===== config.mk =====
export PLATFORM = sky130hd
export DESIGN_NAME = mult_seq_digit
export DESIGN_NICKNAME = d
export VERILOG_FILES = /design/src/rtl/mult_seq_digit.sv
export SDC_FILE = /design/constraint.sdc
export NUM_CORES = 1
export LEC_CHECK = 0
export BUFFER_PORTS_ARGS = -buffer_cell sky130_fd_sc_hd__buf_2
export CAP_MARGIN = 20
export CORE_MARGIN = 1.5
export CORE_UTILIZATION = 40
export DETAILED_ROUTE_END_ITERATION = 7
export GPL_TIMING_DRIVEN = 0
export PLACE_DENSITY = 0.67
export SLEW_MARGIN = 25
export SYNTH_ARGS = -nofsm -noshare
export SYNTH_HDL_FRONTEND = slang
export SYNTH_SLANG_ARGS = --single-unit

===== constraint.sdc =====
create_clock -name clk -period 3.4 [get_ports clk]
set_clock_uncertainty 0.1 [all_clocks]
set_input_delay 0.68 -clock clk [delete_from_list [all_inputs] [get_ports clk]]
set_output_delay 0.68 -clock clk [all_outputs]
set_load 0.005 [all_outputs]

===== src/rtl/mult_seq_digit.sv =====
// Sequential unsigned multiplier. One 2x2 digit product is shift-accumulated per cycle.
// Digit index j is the inner index and i is the outer index. A zero operand skips the digit loop.
module mult_seq_digit #(
  parameter int WIDTH = 8
) (
  input  logic               clk,
  input  logic               rst_n,
  input  logic               in_valid,
  output logic               in_ready,
  input  logic [WIDTH-1:0]   a,
  input  logic [WIDTH-1:0]   b,
  output logic               out_valid,
  input  logic               out_ready,
  output logic [2*WIDTH-1:0] p,
  output logic               busy
);

  localparam int D  = WIDTH / 2;
  localparam int IW = (D > 1) ? $clog2(D) : 1;

  // ZSKIP is one idle cycle spent on a zero operand, so that product takes a single cycle.
  typedef enum logic [1:0] {IDLE, CALC, ZSKIP, DONE} state_t;

  state_t             state;
  logic [WIDTH-1:0]   reg_a;
  logic [WIDTH-1:0]   reg_b;
  logic [2*WIDTH-1:0] acc;
  logic [IW-1:0]      idx_i;
  logic [IW-1:0]      idx_j;

  logic [1:0]         dig_a;
  logic [1:0]         dig_b;
  logic [3:0]         prod;
  logic [2*WIDTH-1:0] term;
  logic               last_i;
  logic               last_j;

  always_comb begin
    dig_a  = reg_a[2*int'(idx_i) +: 2];
    dig_b  = reg_b[2*int'(idx_j) +: 2];
    prod   = {2'b00, dig_a} * {2'b00, dig_b};
    term   = {{(2*WIDTH-4){1'b0}}, prod} << (2 * (int'(idx_i) + int'(idx_j)));
    last_i = (idx_i == IW'(D - 1));
    last_j = (idx_j == IW'(D - 1));
  end

  always_ff @(posedge clk or negedge rst_n) begin
    if (!rst_n) begin
      state <= IDLE;
      reg_a <= '0;
      reg_b <= '0;
      acc   <= '0;
      idx_i <= '0;
      idx_j <= '0;
    end else begin
      case (state)
        IDLE: begin
          if (in_valid) begin
            reg_a <= a;
            reg_b <= b;
            acc   <= '0;
            idx_i <= '0;
            idx_j <= '0;
            state <= ((a == '0) || (b == '0)) ? ZSKIP : CALC;
          end
        end
        CALC: begin
          acc <= acc + term;
          if (last_j) begin
            idx_j <= '0;
            if (last_i) begin
              idx_i <= '0;
              state <= DONE;
            end else begin
              idx_i <= idx_i + IW'(1);
            end
          end else begin
            idx_j <= idx_j + IW'(1);
          end
        end
        ZSKIP: state <= DONE;
        DONE: begin
          if (out_ready) state <= IDLE;
        end
        default: state <= IDLE;
      endcase
    end
  end

  // Gating with rst_n keeps in_ready low while reset is held.
  assign in_ready  = rst_n && (state == IDLE);
  assign out_valid = (state == DONE);
  assign busy      = (state == CALC);
  assign p         = acc;

endmodule


* After elaboration in Yosys (flattened, before gate mapping)
Index checks and enable logic that the tools add are counted.
Widths: inputs -> output; s select.
** Cells by class
- Add/subtract/negate cells :: 4
- $mul :: 1
- Equal/unequal tests :: 9
- Shift operators :: 3
- Multiplexer cells :: 14
- Reduce and logical (&&, ||, !) cells :: 10
** Operators with widths (number)
- $pmux 16 s2 :: 1
- $mux 2 :: 9
- $add 16x16->16 :: 1
- $logic_not 8->1 :: 2
- $mux 16 :: 1
- $shiftx 8x4->2 :: 2
- $shl 4x4->16 :: 1
- $eq 2x2->1 const B :: 4
- $pmux 2 s2 :: 2
- $pmux 2 s4 :: 1
- $ne 2x1->1 const B :: 3
- $add 2x1->2 const B :: 2
- $mul 2x2->4 :: 1
- $reduce_and 2->1 :: 2
- $reduce_and 4->1 :: 1
- $add 2x2->3 :: 1
- $reduce_and 3->1 :: 1
- $eq 2x1->1 const B :: 1
- $logic_not 2->1 :: 1
- $ne 2x2->1 const B :: 1
- $reduce_bool 2->1 :: 1
- $logic_and 1x1->1 :: 1
- $logic_or 1x1->1 :: 1
** Word-level totals
- Bits in registers :: 38
- Input bits :: 20
- Output and inout port bits :: 19
- Word-level logic and storage cells :: 47

* Depth between registers and ports, before layout
- Depth in word-level cells :: 5
- Mapped depth :: 15
- Mapped depth without buffers :: 14

* Worst setup path after synthesis
No wires, ideal clock.
- Path type :: flip-flop to flip-flop
- From :: register idx_j[0]
- To :: register acc[10] (netlist: p[10])
- Setup time :: 0.122 ns
- Data arrival time :: 3.345 ns
- Data required time :: 3.178 ns
- Slack :: -0.167 ns
- Cell stages (with the launch flop) :: 15
- Buffers on the path :: 0
- Period minus slack after synthesis :: 3.567 ns
- Path through :: dfrtp_1 > mux4_2 > and2_1 > ha_1 > ha_1 > nor2b_1 > a31oi_1 > nor2_1 > ha_1 > nor2b_1 > o211ai_1 > a21boi_2 > o21ai_1 > a21o_1 > a32o_1
** Between the ends
- Word-level cells in the longest chain between the ends :: 5
- Elaborated cells between the ends (all ways) :: 6
- Those cells by class :: 2 x add/sub; 1 x mul; 2 x shift; 1 x mux
** RTL lines
- from (decl) :: RTL line 29 : logic [IW-1:0] idx_j;
- from (signal assigned) :: RTL line 78 : idx_j <= idx_j + IW'(1);
- $shiftx 8x4->2 :: RTL line 40 : dig_b = reg_b[2*int'(idx_j) +: 2];
- $mul 2x2->4 :: RTL line 41 : prod = {2'b00, dig_a} * {2'b00, dig_b};
- $shl 4x4->16 (*) :: RTL line 42 : term = {{(2*WIDTH-4){1'b0}}, prod} << (2 * (int'(idx_i) + int'(idx_j)));
- $add 16x16->16 (*) :: RTL line 68 : acc <= acc + term;
- $pmux 16 s2 (*) :: RTL line 56 : case (state)
- to (signal assigned) :: RTL line 68
- to (decl) :: RTL line 27 : logic [2*WIDTH-1:0] acc;
Mark *: on every way between the ends. The rest lies on a longest branch, timed or not.
A chain may end at the register's enable or synchronous reset.

* Worst setup path in the final report
Ends and elaborated chain as after synthesis.

==> impl_metrics.json <==
{
  "status": "finished with violations",
  "violations": "design-rule violations, negative setup slack",
  "drt-total-wl_um": 6260,
  "endpoint_kind": "flop",
  "grt_pass1_vias": 2298,
  "finalCriticalPeriod_ns": 3.48,
  "synth_flop_cell": "dfrtp_1",
  "drv_slew": 0,
  "final_nets": 391,
  "port_buffers": 38,
  "fp.dieH_um": 85.5,
  "ir_drop_mv": 0.483,
  "synthesis.area_um2": 2730,
  "fp.dieW_um": 85.5,
  "initial_core_util_pct": 42.2,
  "synth_simple_gate_area_share_pct": 17.2,
  "synth_top_family_by_area": "simple AND/OR/NAND/NOR gates",
  "ios": 39,
  "syn_nets": 329,
  "drc": 2,
  "cts_buffer_depth": 2,
  "ys_types": 50,
  "path_cells": "mux4_2, and2_4, ha_4, ha_4, nor2b_4, a31oi_4, nor2_2, ha_1, nor2b_4, o211ai_1, a21boi_2, o21ai_2, a21o_1, a32o_1",
  "syn_area_per_cell_um2": 9.63,
  "antenna_found_initial": 0,
  "die-area_um2": 7320,
  "grt_start_max_net_pins": 40,
  "worstPathRequired_ns": 3.49,
  "synthAdderAreaFrac_pct": 12.5,
  "finalCritPeriodShare_pct": 102,
  "place_hpwl_um": 4770,
  "cts_buffers": 5,
  "ys_seq_elements": 38,
  "synth_compound_area_share_pct": 16.6,
  "cts_tree": "done",
  "finalSetupViolations": 4,
  "grt_pass1_wl_um": 10500,
  "synthXorXnorAreaFrac_pct": 3.54,
  "utilization_pct": 53.1,
  "yosysSeqAreaShare_pct": 34.9,
  "avgViaCountPerCell": 5.40,
  "cts_root_buffer": "clkbuf_8",
  "h-tree-depth": 2,
  "synthCells": 283,
  "setup_tns_ns": -0.204,
  "final_common_cell": "buf_2",
  "core_um2": 6460,
  "synth_top_area_share_pct": 34.9,
  "drive_gt1_share_pct": 36.7,
  "grt.total_usage_pct": 18.1,
  "criticalPathCategory": "reg2reg",
  "final_cell_mix": "buf_2, dfrtp_1, nand2_1",
  "p_leak_nw": 1.59,
  "rsz0062_at_grt": "yes",
  "clk_pin_slew_ns": 0.09,
  "power_mw": 2.98,
  "critPathMaxFanout": 5,
  "drtIter0Drc": 86,
  "cpPeakStageDelay_ns": 0.54,
  "syn_to_final_growth_pct": 25.8,
  "hold_class": "in2async",
  "synth_edf_count": 0,
  "setup_slack_ns": -0.0839,
  "num_antenna_cells": 0,
  "slowest_stage": "mux4_2",
  "postCtsHoldBufs": 0,
  "yosys_warnings": 0,
  "max-slew-margin-rel_pct": 42.9,
  "first_pass_iters": 6,
  "cp.arrival_ns": 3.57,
  "dr_total_vias": 2284,
  "clk_latency_ns": 0.30,
  "synth_area_leaders": "dfrtp_1, ha_1, mux2_2, nand2_1, o21ai_0",
  "async_flop_share_pct": 100,
  "tightest_slew_ns": 0.856,
  "synth_top_area_cell": "dfrtp_1",
  "row_count": 29,
  "hold_viol": 0,
  "drt-wirelength-per-cell_um": 14.8,
  "power_density_nw_per_um2": 870,
  "place_congestion": 0.883,
  "cts.sinks": 38,
  "start_kind": "flop",
  "antenna_left": 0,
  "max_freq_mhz": 287,
  "synthMuxAreaShare_pct": 12.3,
  "grt.overflow.total": 0,
  "drv_cap": 0,
  "fillers": 584
}
==> path summary, 6_finish.rpt <==
path	start	end	slack [ns]	depth (start not counted)
max	idx_j[0]	p[10]	-0.08	14
max in group asynchronous	rst_n	idx_j[0]	2.21	1
min reg2reg	reg_b[1]	reg_b[1]	0.41	1
min	rst_n	p[9]	0.39	1
min in group clk	reg_b[1]	reg_b[1]	0.41	1
max reg2reg	idx_j[0]	p[10]	-0.08	14
==> cell usage after synthesis (2+ instances only) <==
cell type,instances
o21bai_1,2
o21ai_0,19
ha_1,24
a21boi_2,2
nor3b_1,3
o31ai_2,2
o21ai_1,3
nand3_1,3
nor2b_1,6
xor2_1,4
nor4_1,4
and3_1,4
a31oi_1,4
nor3_1,3
nand2b_1,7
and2_1,5
fa_1,2
o22ai_1,3
a22o_1,3
inv_1,11
a21o_1,4
o211ai_1,3
mux4_2,4
dfrtp_1,38
nand2_1,36
xnor2_1,7
nor2_1,20
buf_2,2
a21oi_1,12
mux2i_1,4
mux2_2,17
clkbuf_1,3
nand4_1,2
==> report_power, final <==
part	switching [mW]	total, mW	internal, mW
logic	0.852	1.75	0.899
clock network	0.171	0.484	0.313
registers	0.123	0.748	0.625
total	1.15	2.98	1.84
==> area by class of cell <==
type	count	area [um^2]	area share, %
Sequential cell	38	953	27.8
Inverter	11	41.3	1.20
Tap cell	77	96.3	2.81
Multi-Input combinational cell	227	1830	53.3
Timing Repair Buffer	57	333	9.70
Clock buffer	6	82.6	2.41
Clock inverter	2	60.1	1.75
Buffer	5	33.8	0.985
==> metal layers <==
metal / wire length (um) / global-route usage [%] / vias up / share of wire (%)
met5: 0 / 0 / - / 0
met4: 105 / 6.30 / 0 / 1.7
met3: 222 / 3.46 / 13 / 3.5
met2: 3060 / 30.6 / 44 / 49
met1: 2880 / 23.1 / 1085 / 46
li1: - / - / 1142 / -
==> cell families after synthesis <==
group | count (synthesis)
fa+ha+maj | 26
simple gates | 97
mux | 26
flops | 38
compound gates | 67
xor+xnor | 11
buf+inv | 18
==> sequential cells by signal, summed over array words and instances (netlist names) <==
register,cells
idx_i,2
idx_j,2
p,16
reg_a,8
reg_b,8
state,2
==> stage by stage <==
stage / std cells / setup slack, ns / hold slack (ns) / cell area, um^2
2_1_floorplan: 283 / -0.0232 / 0.284 / 2770
3_3_place_gp: 398 / -0.403 / 0.385 / 3050
3_5_place_dp: 398 / -0.439 / 0.393 / 3050
4_1_cts: 416 / -0.135 / 0.413 / 3330
5_1_grt: 423 / -0.261 / 0.426 / 3430
6_report: 423 / -0.0839 / 0.385 / 3430
==> what timing repair did <==
| action | in CTS | in global routing |
|---|---|---|
| pin swaps | 16 | 13 |
| endpoints found under the setup margin | 11 | 11 |
| buffers inserted | 11 | 8 |
| resized for setup | 15 | 11 |
==> critical path, delay by kind of cell, from the launching register on <==
kind | cells | cell delay (ns)
adder cells (fa/ha/maj) | 3 | 0.72
AND/OR/NAND/NOR | 4 | 0.53
AO/OA/AOI/OAI | 6 | 1.08
flip-flops | 1 | 0.43
multiplexers | 1 | 0.54
Note: power is estimated with default switching activity, not from simulation.
